## config.mk

```make
export PLATFORM = sky130hd
export DESIGN_NAME = fill_valve_arbiter
export DESIGN_NICKNAME = d
export VERILOG_FILES = /design/src/rtl/fill_valve_arbiter.sv
export SDC_FILE = /design/constraint.sdc
export NUM_CORES = 1
export LEC_CHECK = 0
export ABC_AREA = 1
export CAP_MARGIN = 5
export CORE_ASPECT_RATIO = 0.75
export CORE_MARGIN = 2
export CORE_UTILIZATION = 41
export DETAILED_ROUTE_END_ITERATION = 6
export PLACE_DENSITY = 0.61
export SLEW_MARGIN = 30
export SYNTH_ARGS = -nofsm -noshare
export SYNTH_HDL_FRONTEND = slang
export SYNTH_SLANG_ARGS = --single-unit
```

## constraint.sdc

```tcl
create_clock -name clk -period 4.9 [get_ports clk]
set_clock_uncertainty 0.15 [all_clocks]
set_input_delay 0.49 -clock clk [delete_from_list [all_inputs] [get_ports clk]]
set_output_delay 0.49 -clock clk [all_outputs]
set_load 0.005 [all_outputs]
```

## src/rtl/fill_valve_arbiter.sv

```systemverilog
// -----------------------------------------------------------------------------
// fill_valve_arbiter
//
// Shares one water-fill valve among NUM_BAYS washing-machine bays. A bay's
// request is granted in round-robin order; the valve is then held open for a
// latched number of active (unpaused) cycles. A one-cycle fill_done pulse on
// the owner's bit tells the bay controller that its fill is complete.
//
// Parameters
//   NUM_BAYS : number of requesting bays (2..8)
//   LEN_W    : width of the fill-length counter
//
// Ports
//   clk        in   system clock, rising edge
//   rst_n      in   asynchronous active-low reset
//   req        in   [NUM_BAYS] level request per bay
//   fill_len   in   [LEN_W] fill duration in active cycles, sampled on grant
//   time_pause in   freezes the fill counter; valve stays open
//   grant      out  [NUM_BAYS] one-hot current owner, zero when idle
//   valve_open out  valve drive, high only while filling
//   fill_done  out  [NUM_BAYS] one-cycle pulse on the finished bay's bit
//   busy       out  high while filling or signalling completion
//
// Build option
//   FILL_ABORT_EN : when defined, an owner dropping its request during the
//                   fill aborts it (no fill_done). When undefined, requests
//                   are ignored during the fill and it always completes.
// -----------------------------------------------------------------------------
module fill_valve_arbiter #(
    parameter int NUM_BAYS = 4,
    parameter int LEN_W    = 16
) (
    input  logic                clk,
    input  logic                rst_n,
    input  logic [NUM_BAYS-1:0] req,
    input  logic [LEN_W-1:0]    fill_len,
    input  logic                time_pause,
    output logic [NUM_BAYS-1:0] grant,
    output logic                valve_open,
    output logic [NUM_BAYS-1:0] fill_done,
    output logic                busy
);

    localparam int IDX_W = (NUM_BAYS > 1) ? $clog2(NUM_BAYS) : 1;

    localparam logic [LEN_W-1:0]    LEN_ZERO   = {LEN_W{1'b0}};
    localparam logic [LEN_W-1:0]    LEN_ONE    = {{(LEN_W-1){1'b0}}, 1'b1};
    localparam logic [NUM_BAYS-1:0] BAYS_ZERO  = {NUM_BAYS{1'b0}};
    localparam logic [NUM_BAYS-1:0] BAYS_ONE   = {{(NUM_BAYS-1){1'b0}}, 1'b1};
    localparam logic [IDX_W-1:0]    LAST_RESET = IDX_W'(NUM_BAYS - 1);

    typedef enum logic [1:0] {
        ST_IDLE = 2'd0,
        ST_FILL = 2'd1,
        ST_DONE = 2'd2
    } state_t;

    state_t            state_r;
    logic [LEN_W-1:0]  cnt_r;
    logic [IDX_W-1:0]  last_r;

    logic              found_s;
    logic [IDX_W-1:0]  win_s;

    // Round-robin pick: scan from the bay after the previous winner, wrapping.
    always_comb begin
        found_s = 1'b0;
        win_s   = {IDX_W{1'b0}};
        for (int i = 1; i <= NUM_BAYS; i++) begin
            if (!found_s && req[(int'(last_r) + i) % NUM_BAYS]) begin
                found_s = 1'b1;
                win_s   = IDX_W'((int'(last_r) + i) % NUM_BAYS);
            end else begin
                found_s = found_s;
            end
        end
    end

    // Arbiter FSM with registered outputs and the fill counter.
    always_ff @(posedge clk or negedge rst_n) begin
        if (!rst_n) begin
            state_r    <= ST_IDLE;
            cnt_r      <= LEN_ZERO;
            last_r     <= LAST_RESET;
            grant      <= BAYS_ZERO;
            valve_open <= 1'b0;
            fill_done  <= BAYS_ZERO;
            busy       <= 1'b0;
        end else begin
            case (state_r)
                ST_IDLE: begin
                    fill_done <= BAYS_ZERO;
                    if (found_s) begin
                        grant      <= BAYS_ONE << win_s;
                        last_r     <= win_s;
                        // A zero length still opens the valve for one cycle.
                        cnt_r      <= (fill_len == LEN_ZERO) ? LEN_ONE : fill_len;
                        valve_open <= 1'b1;
                        busy       <= 1'b1;
                        state_r    <= ST_FILL;
                    end else begin
                        grant      <= BAYS_ZERO;
                        valve_open <= 1'b0;
                        busy       <= 1'b0;
                        state_r    <= ST_IDLE;
                    end
                end

                ST_FILL: begin
                    fill_done <= BAYS_ZERO;
`ifdef FILL_ABORT_EN
                    if ((req & grant) == BAYS_ZERO) begin
                        // Owner withdrew: close without a completion pulse.
                        grant      <= BAYS_ZERO;
                        valve_open <= 1'b0;
                        busy       <= 1'b0;
                        state_r    <= ST_IDLE;
                    end else
`endif
                    if (time_pause) begin
                        cnt_r   <= cnt_r;
                        state_r <= ST_FILL;
                    end else if (cnt_r == LEN_ONE) begin
                        // Counter stays at one; it is reloaded on the next grant.
                        fill_done  <= grant;
                        grant      <= BAYS_ZERO;
                        valve_open <= 1'b0;
                        busy       <= 1'b1;
                        state_r    <= ST_DONE;
                    end else begin
                        cnt_r   <= cnt_r - LEN_ONE;
                        state_r <= ST_FILL;
                    end
                end

                ST_DONE: begin
                    fill_done  <= BAYS_ZERO;
                    grant      <= BAYS_ZERO;
                    valve_open <= 1'b0;
                    busy       <= 1'b0;
                    state_r    <= ST_IDLE;
                end

                default: begin
                    fill_done  <= BAYS_ZERO;
                    grant      <= BAYS_ZERO;
                    valve_open <= 1'b0;
                    busy       <= 1'b0;
                    state_r    <= ST_IDLE;
                end
            endcase
        end
    end

endmodule

```

# ---- Word level (Yosys, flattened, before mapping)
# Cells that the tools add are included.
dict set report totals {
  output_inout_bits 10
  ff_bits 30
  input_bits 23
  elab_cells 86
}
dict set report classes {
  muxes 43
  n_eq_ne 6
  n_reduce_logical 16
  addsub 5
  shift 1
  order_cmp 4
  bitwise_logic 4
}
# cell count
set ops {}
lappend ops {{16-bit 2-to-1 mux} 4}
lappend ops {{16-bit case mux with 2 select lines} 1}
lappend ops {{4-bit 2-to-1 mux} 6}
lappend ops {{1-bit 2-to-1 mux} 18}
lappend ops {{16-bit by 1-bit == test with 1-bit output, second input constant} 1}
lappend ops {{16-bit zero test} 1}
lappend ops {{3-bit by 4-bit < comparator with 1-bit output, second input constant} 4}
lappend ops {{16-bit by 1-bit subtractor with 16-bit output, second input constant} 1}
lappend ops {{2-bit 2-to-1 mux} 6}
lappend ops {{1-bit binary-select mux with 2-bit select} 4}
lappend ops {{2-bit != test, second input constant} 4}
lappend ops {{4-bit case mux with 2 select lines} 1}
lappend ops {{2-bit OR reduction} 4}
lappend ops {{2-bit by 1-bit adder with 2-bit output, second input constant} 2}
lappend ops {{2-bit adder, second input constant} 2}
lappend ops {{1-bit bitwise AND, first input constant} 4}
lappend ops {{1-bit case mux with 2 select lines} 2}
lappend ops {{2-bit case mux with 2 select lines} 1}
lappend ops {{2-bit AND reduction} 2}
lappend ops {{4-bit AND reduction} 1}
lappend ops {{1-bit by 2-bit left shift with 4-bit output, first input constant} 1}
lappend ops {{1-bit logical AND} 3}
lappend ops {{1-bit zero test} 3}
lappend ops {{2-bit by 1-bit == test with 1-bit output, second input constant} 1}
lappend ops {{2 further kinds} 2}

# ---- Logic depth before layout (Yosys ltp)
# Gate-level depths: netlist (run 1).
dict set report depth {
  ltp_word 19
  mapped_depth 13
  ltp_nobuf 12
}

# ---- Worst setup path after synthesis (run 1)
# OpenSTA, ideal clock, no wires.
dict set report synth_timing {
  path_type {reg-to-reg}
  from {register last_r[0]}
  to {register cnt_r[9]}
  path_slack_ns 3.183
  arrival_ns 1.493
  n_path_buf 2
  period_less_slack_ns 1.717
  setup_time_ns 0.074
  stages_incl_launch_ff 13
  required_ns 4.676
  cell_sequence {dfstp_2 buf_6 inv_6 nand2_1 nand2_1 nand2_2 nand2_2 nor2_4 nand4_2 nand2_4 buf_8 nand2_1 o21ai_2}
}
dict set report synth_via {
  elab_chain_cells 16
  elab_cells_between_ends 28
  classes_between {4 x add/sub; 1 x eq/ne; 16 x mux; 7 x reduce/logical}
}
# element line
set synth_rtl {}
lappend synth_rtl {{start: declaration} 60} ;# logic [IDX_W-1:0] last_r;
lappend synth_rtl {{start signal: assignment} 95} ;# last_r <= win_s;
lappend synth_rtl {{2-bit by 1-bit adder with 2-bit output} 70} ;# if (!found_s && req[(int'(last_r) + i) % NUM_BAYS]) begin
lappend synth_rtl {{1-bit binary-select mux with 2-bit select} 70}
lappend synth_rtl {{1-bit 2-to-1 mux (not written as such) (2 in series)} 70}
lappend synth_rtl {{1-bit 2-to-1 mux} 70}
lappend synth_rtl {{1-bit zero test} 70}
lappend synth_rtl {{1-bit logical AND} 70}
lappend synth_rtl {{1-bit 2-to-1 mux} 70}
lappend synth_rtl {{1-bit zero test} 70}
lappend synth_rtl {{1-bit logical AND} 70}
lappend synth_rtl {{1-bit 2-to-1 mux} 70}
lappend synth_rtl {{1-bit zero test} 70}
lappend synth_rtl {{1-bit logical AND} 70}
lappend synth_rtl {{1-bit 2-to-1 mux (*)} 70}
lappend synth_rtl {{2-bit != test (no line) (*)} --}
lappend synth_rtl {{4-bit AND reduction (no line) (*)} --}
lappend synth_rtl {{end signal: assignment} 97} ;# cnt_r <= (fill_len == LEN_ZERO) ? LEN_ONE : fill_len;
lappend synth_rtl {{end signal: assignment} 121} ;# cnt_r <= cnt_r;
lappend synth_rtl {{end signal: assignment} 131} ;# cnt_r <= cnt_r - LEN_ONE;
lappend synth_rtl {{end: declaration} 59} ;# logic [LEN_W-1:0] cnt_r;
# Every way passes the cells marked *; elsewhere a longest branch is shown, timed or not. The select of a mux whose other input is x is not followed.
# A chain may end at the register's enable or synchronous reset.

# ---- Worst setup path after layout (run 1)
dict set report layout_timing {
  from {register last_r[0]}
  to {register cnt_r[13]}
}
# Same word-level chain as after synthesis.

==> flow_metrics.py, run 1 <==
metrics = {
    "run_status": {
        "run_status": "finished clean",
    },
    "floorplan": {
        "core_um2": 4840,
        "die-height_um": 65.2,
        "io_pins": 33,
        "floorplan.die.width_um": 85.6,
        "rows": 22,
        "die_area_um2": 5580,
        "initial_utilization_pct": 42.3,
    },
    "clock_network": {
        "cts_root_buffer": "sky130_fd_sc_hd__clkbuf_8",
        "tritoncts": "built",
        "cts_buffer_depth": 2,
        "clk_transition_reported_paths_ns": 0.06,
        "post_cts_buffers": 0,
        "post_cts_hold_buffer_count": 0,
        "clock_latency_ns": 0.28,
        "cts_buffers": 5,
        "cts_resized": 0,
        "clkSinkCount": 30,
        "cts_max_level": 2,
    },
    "timing": {
        "setup_repair_after_global_routing_missed_its_margin": "false",
        "setup_viol_count_final": 0,
        "final_min_period_over_clock_period_pct": 44.4,
        "setup-tns-final_ns": 0,
        "drv_slew": 0,
        "worst_pin_slew_ns": 0.585,
        "fmaxAchievable_mhz": 459,
        "period_minus_slack_ns": 2.18,
        "hold_viol_final": 0,
        "relSlewSlack_pct": 60.8,
    },
    "yosys": {
        "synth_area_um2": 2050,
        "post_synth_num_cell_types": 37,
        "number_of_enable_flip_flop_cells_after_synthesis": 0,
        "synth.yosys.seq_area_share_pct": 36.8,
        "ys_async_sr_fraction_pct": 100,
        "ys_ff_latch": 30,
        "synth.yosys.warnings": 0,
        "total_nets_after_synthesis": 323,
        "post_synth_inst_count": 298,
        "syn_avg_cell_area_um2": 6.87,
        "synth_flop_cell": "sky130_fd_sc_hd__dfrtp_1",
    },
    "critical_path": {
        "critical_path.startpoint_type": "flop",
        "timing.rr.start": "last_r[0]",
        "worst-path-max-fanout": 23,
        "ws_path_type": "reg2reg",
        "timing.critical_path.from": "last_r[0]",
        "cp.required_ns": 4.91,
        "cp-end-kind": "flop",
        "cp_common_cell": "sky130_fd_sc_hd__nand2_1",
        "reg2regPathDepth": 11,
        "worst_path_cell_trace": "inv_6, nand2_1, nand2_1, nand2_2, nand2_2, nor2_4, nand4_2, nand2_4, inv_2, nand2_1, o21ai_1",
        "worstPathArrival_ns": 2.18,
        "critical-path-max-stage-delay_ns": 0.67,
        "critical-path-slowest-cell": "sky130_fd_sc_hd__dfstp_2",
    },
    "layout": {
        "postLayoutCoreUtil_pct": 51.3,
        "final_area_um2": 2490,
        "number_of_nets_in_the_layout": 358,
        "fillers": 467,
        "n_antenna_cell": 0,
        "multi_input_area_um2": 1110,
        "regArea_um2": 753,
        "fraction_of_layout_instances_using_a_drive_strength_above_1_pct": 10.8,
        "areaGrowthSynthToFinish_pct": 21.4,
    },
    "placement": {
        "placed_cell_area_um2": 2400,
        "gp_routability_congestion": 0.917,
        "post-dp-hpwl_um": 3600,
        "port_buffers": 32,
    },
    "global_route": {
        "maximum_number_of_pins_on_one_net_before_global_route_repair": 31,
        "initial_antenna_violation_count": 0,
        "overflow": 0,
        "grt_pass1_wl_um": 8380,
        "grt_pass1_vias": 1772,
        "grt.total_usage_pct": 19.1,
    },
    "min_path": {
        "holdCritStartpoint": "cnt_r[1]",
        "hold_path_depth": 2,
        "worst_min_delay_path_category": "reg2reg",
    },
    "route": {
        "totalWireLength_um": 4790,
        "drt.antenna.violating_nets": 0,
        "drt-wirelength-per-cell_um": 12.2,
        "route.detailed.vias_per_inst": 4.90,
        "detailedRoute.firstPassIterationCount": 4,
        "drc_errors": 0,
        "num_vias": 1932,
        "drt_iter0_drc": 87,
    },
    "pwr": {
        "p_leak_nw": 1.23,
        "totalPowerFinal_w": 0.00140,
        "power-per-cell-area_nw_per_um2": 563,
        "vdd.ir_drop.worst_uv": 234,
    },
    "flow_run": {
        "max_cap_viol_count": 0,
    },
}
cell usage after synthesis, types with 2 or more instances:
library cell | instances | area share [%]
sky130_fd_sc_hd__nand3_1 | 20 | 4.9
sky130_fd_sc_hd__nor2_1 | 41 | 7.5
sky130_fd_sc_hd__a21oi_1 | 7 | 1.7
sky130_fd_sc_hd__inv_2 | 3 | 0.55
sky130_fd_sc_hd__o21ai_2 | 7 | 3.0
sky130_fd_sc_hd__ha_1 | 2 | 1.2
sky130_fd_sc_hd__o21ai_0 | 5 | 1.2
sky130_fd_sc_hd__xor2_1 | 7 | 3.0
sky130_fd_sc_hd__nand2_2 | 9 | 2.7
sky130_fd_sc_hd__o21ai_1 | 5 | 1.2
sky130_fd_sc_hd__nand2_1 | 104 | 19
sky130_fd_sc_hd__dfstp_2 | 2 | 2.6
sky130_fd_sc_hd__nand4_1 | 5 | 1.5
sky130_fd_sc_hd__nor3_1 | 3 | 0.73
sky130_fd_sc_hd__dfrtp_1 | 28 | 34
sky130_fd_sc_hd__xnor2_1 | 3 | 1.3
sky130_fd_sc_hd__inv_1 | 27 | 4.9
placed cells by master (no fill, tap or decap), types with 3 or more instances in the layout:
cell type / instances
sky130_fd_sc_hd__inv_1: 27
sky130_fd_sc_hd__nand2_1: 104
sky130_fd_sc_hd__xnor2_1: 3
sky130_fd_sc_hd__o21ai_2: 7
sky130_fd_sc_hd__inv_2: 3
sky130_fd_sc_hd__o21ai_1: 5
sky130_fd_sc_hd__nor2_1: 41
sky130_fd_sc_hd__nand3_1: 20
sky130_fd_sc_hd__nand2_2: 9
sky130_fd_sc_hd__a21oi_1: 7
sky130_fd_sc_hd__xor2_1: 7
sky130_fd_sc_hd__clkbuf_8: 6
sky130_fd_sc_hd__clkdlybuf4s50_1: 32
sky130_fd_sc_hd__nand4_1: 5
sky130_fd_sc_hd__o21ai_0: 5
sky130_fd_sc_hd__dfrtp_1: 28
sky130_fd_sc_hd__nor3_1: 3
logic make-up (layout without fill, tap and decap cells):
kind of cell    count (synthesis)  in the layout  share of synthesized area (%)
mux                             1              1                          0.489
compound gates                 29             29                           8.86
buf+inv                        38             74                           9.16
flops                          30             30                           36.8
xor+xnor                       10             10                           4.28
simple gates                  188            188                           39.2
fa+ha+maj                       2              2                           1.22
state kept, by name, summed over array words and instances (netlist names):
signal and flops:
cnt_r 16, fill_done 4, grant 4, last_r 2, state_r 2, busy 1, valve_open 1
through the flow:
stage / setup slack (ns) / hold slack (ns) / instances
2_1_floorplan: 3.18 / 0.0444 / 298
3_3_place_gp: 2.59 / 0.324 / 386
3_5_place_dp: 2.51 / 0.319 / 386
4_1_cts: 2.73 / 0.335 / 394
5_1_grt: 2.55 / 0.353 / 394
6_report: 2.72 / 0.336 / 394
per-layer routing:
metal  part of all wire, %  vias to the layer above  wire [um]  track usage (%)
li1                      -                     1008          -                -
met1                    55                      874       2610             29.3
met3                   4.9                        2        236             4.27
met5                     0                        -          0                0
met2                    40                       48       1920             27.3
met4                  0.35                        0         17             3.77
final cells by class:
cell class | count | area share (%)
Timing Repair Buffer | 34 | 13.5
Tap cell | 60 | 3.02
Inverter | 32 | 5.03
Clock buffer | 7 | 3.47
Sequential cell | 30 | 30.3
Clock inverter | 1 | 0.201
Multi-Input combinational cell | 230 | 44.5
critical path: cells and delay by family (launching register included):
kind | cells | cell delay [ns]
and+or+nand+nor | 8 | 0.90
DFF | 1 | 0.67
buffers and inverters | 2 | 0.24
AOI/OAI and AO/OA | 1 | 0.06
power by group:
group	internal, W	leakage [nW]	switching, W
clock network	0.000113	0.0482	0.0000914
logic	0.000297	0.805	0.000457
registers	0.000343	0.380	0.0000983
final timing paths:
check                            end  slack (ns)
setup reg to reg           cnt_r[13]        2.72
setup / recovery           cnt_r[13]        2.72
hold reg to reg             cnt_r[1]        0.34
min in group asynchronous   grant[3]        0.46
max in group asynchronous  last_r[1]        3.81
hold / removal              cnt_r[1]        0.34
No activity file was read; power rests on OpenSTA's default activity.
==> run 2, diff against run 1 <==
--- a/config.mk
+++ b/config.mk
@@ -11,7 +11,7 @@
 export CORE_MARGIN = 2
 export CORE_UTILIZATION = 41
 export DETAILED_ROUTE_END_ITERATION = 6
-export PLACE_DENSITY = 0.61
+export PLACE_DENSITY = 0.63
 export SLEW_MARGIN = 30
 export SYNTH_ARGS = -nofsm -noshare
 export SYNTH_HDL_FRONTEND = slang
==> constraint.sdc (replaced) <==
create_clock -name clk -period 1.9 [get_ports clk]
set_clock_uncertainty 0.15 [all_clocks]
set_input_delay 0.19 -clock clk [delete_from_list [all_inputs] [get_ports clk]]
set_output_delay 0.19 -clock clk [all_outputs]
set_load 0.005 [all_outputs]
==> run 2 against run 1 <==
  * The flow now finishes with violations (setup timing)
  * Sequential share of layout area down 3.3 points
  * Worst hold slack lost 0.17 ns
  * Via count rose by 4.1%
  * Clock power is 140% higher
  * Final cell count rose by 5.6%
  * Count of clock-buffer cells in the layout is 1 lower
  * Power grew to 3.0 times the previous value
  * Core utilization increased by 6.4 points
  * Routed wire length is 9.4% higher
  * Design area rose by 12%
  * Flip-flop and latch count stayed put
  * Sequential power rose by 140%
  * Highest routed layer unchanged
==> flow_metrics.py, run 2 (synthesis results as in run 1) <==
metrics = {
    "pwr": {
        "intPower_w": 0.00227,
        "seq_power_share_pct": 25.5,
        "vdd.ir_drop.worst_uv": 671,
        "switching_share_pct": 45.5,
        "p_leak_nw": 1.38,
        "combinationalPowerShare_pct": 62.7,
        "netSwitchingPower_w": 0.00190,
        "power-per-cell-area_nw_per_um2": 1490,
        "pwr-share-clk_pct": 11.7,
        "totalPowerFinal_w": 0.00417,
    },
    "flow_run": {
        "max_cap_viol_count": 0,
    },
    "layout": {
        "largest-register": "cnt_r",
        "layout_common_cells": "sky130_fd_sc_hd__nand2_1 (91), sky130_fd_sc_hd__nor2_1 (37), sky130_fd_sc_hd__clkdlybuf4s50_1 (32)",
        "largest_register_ff_count": 16,
        "number_of_nets_in_the_layout": 380,
        "postLayoutCoreUtil_pct": 57.7,
        "fraction_of_layout_instances_using_a_drive_strength_above_1_pct": 21.9,
        "layout_commonest_cell": "sky130_fd_sc_hd__nand2_1",
        "reg_top3": "cnt_r x16, fill_done x4, grant x4",
        "n_antenna_cell": 0,
        "areaGrowthSynthToFinish_pct": 36.5,
        "fillers": 456,
    },
    "clock_network": {
        "tritoncts": "built",
        "clock_latency_ns": 0.27,
        "cts_root_buffer": "sky130_fd_sc_hd__clkbuf_8",
        "clkSinkCount": 30,
        "cts_buffer_depth": 2,
        "cts_buffers": 5,
        "clk_transition_reported_paths_ns": 0.07,
        "post_cts_hold_buffer_count": 0,
        "cts_max_level": 2,
    },
    "placement": {
        "post-dp-hpwl_um": 3770,
        "place_worst_setup_slack_ns": -0.0453,
        "gp_routability_congestion": 0.857,
        "port_buffers": 32,
    },
    "route": {
        "route.detailed.vias_per_inst": 4.83,
        "drc_errors": 0,
        "drt_iter0_drc": 101,
        "num_vias": 2011,
        "totalWireLength_um": 5240,
        "detailedRoute.firstPassIterationCount": 4,
        "drt.antenna.violating_nets": 0,
        "drt-wirelength-per-cell_um": 12.6,
    },
    "timing": {
        "setup_viol_count_final": 17,
        "setup-tns-final_ns": -0.675,
        "setup_repair_after_global_routing_missed_its_margin": "true",
        "fmaxAchievable_mhz": 508,
        "period_minus_slack_ns": 1.97,
        "finalWorstSetupSlack_ns": -0.0672,
        "drv_slew": 0,
        "relSlewSlack_pct": 66.3,
        "worst_pin_slew_ns": 0.503,
        "hold_viol_final": 0,
        "final_min_period_over_clock_period_pct": 104,
        "whs_ns": 0.162,
    },
    "floorplan": {
        "die-height_um": 65.2,
        "die_area_um2": 5580,
        "core_um2": 4840,
        "initial_utilization_pct": 42.3,
        "floorplan.die.width_um": 85.6,
        "rows": 22,
        "io_pins": 33,
    },
    "critical_path": {
        "cp.required_ns": 1.91,
        "ws_path_type": "reg2reg",
        "critical_path.startpoint_type": "flop",
        "worst-path-max-fanout": 8,
        "worstPathArrival_ns": 1.97,
        "worst_path_cell_trace": "clkinv_4, buf_6, buf_6, nand2_2, nand2_2, nor2_4, nor2_4, nand4_4, nand2_8, buf_12, nand2_1, o21ai_2",
        "cp-end-kind": "flop",
        "critical-path-slowest-cell": "sky130_fd_sc_hd__dfstp_2",
        "critical-path-max-stage-delay_ns": 0.56,
    },
    "global_route": {
        "grt_pass1_wl_um": 8490,
        "grt.total_usage_pct": 19.5,
        "initial_antenna_violation_count": 0,
        "maximum_number_of_pins_on_one_net_before_global_route_repair": 31,
        "overflow": 0,
        "grt_pass1_vias": 1777,
    },
    "run_status": {
        "failed_checks": "setup timing",
        "run_status": "finished with violations",
    },
    "min_path": {
        "worst_min_delay_path_category": "in2async",
    },
}
==> run 2: final cells by class <==
cell class                      instances  area, um^2  share of cell area [%]
Clock buffer                            6        72.6                    2.60
Clock inverter                          2        10.0                   0.358
Inverter                               32         130                    4.66
Multi-Input combinational cell        230        1200                    42.9
Sequential cell                        30         753                    26.9
Tap cell                               60        75.1                    2.69
Timing Repair Buffer                   56         554                    19.8
==> run 2: per-layer routing <==
metal | routed length, um | GRT usage, % | vias to the layer above
li1 | - | - | 1057
met1 | 2830 | 31.5 | 903
met2 | 2130 | 26.0 | 47
met3 | 220 | 3.77 | 4
met4 | 54 | 4.56 | 0
met5 | 0 | 0 | -
==> run 2: metrics by stage <==
| stage | cell area, um^2 | cells |
|---|---|---|
| final | 2800 | 416 |
| after CTS | 2620 | 410 |
| after detailed placement | 2520 | 401 |
| after global routing | 2800 | 416 |
| after floorplan | 2050 | 298 |
| after global placement | 2520 | 401 |
==> run 2: power by group through the flow <==
stage | clock network, W | registers, W | logic (W)
after global placement | 0 | 0.00111 | 0.00217
after detailed placement | 0 | 0.00111 | 0.00219
after global routing | 0.000545 | 0.00110 | 0.00293
after floorplan | 0 | 0.00107 | 0.00155
after CTS | 0.000504 | 0.00109 | 0.00226
final | 0.000490 | 0.00107 | 0.00262
==> run 2: repair_timing <==
item                       in CTS  in global routing
gates cloned                    0                  1
setup buffers                   1                  5
setup endpoints to repair      21                 25
resized for setup               0                 34
pin swaps                       0                  9
==> run 2: worst paths after layout <==
path | from | to | cells past startpoint | slack [ns]
max | last_r[0] | cnt_r[0] | 12 | -0.07
min | rst_n | fill_done[0] | 2 | 0.16
max reg2reg | last_r[0] | cnt_r[0] | 12 | -0.07
min reg2reg | cnt_r[1] | cnt_r[1] | 2 | 0.34
max in group asynchronous | rst_n | last_r[1] | 2 | 1.11
min in group clk | cnt_r[1] | cnt_r[1] | 2 | 0.34
==> run 2: critical path: cells and delay by family (launching register included) <==
kind,cells,cell delay (ns)
simple gates,7,0.60
flops,1,0.56
buf+inv,4,0.50
compound gates,1,0.05
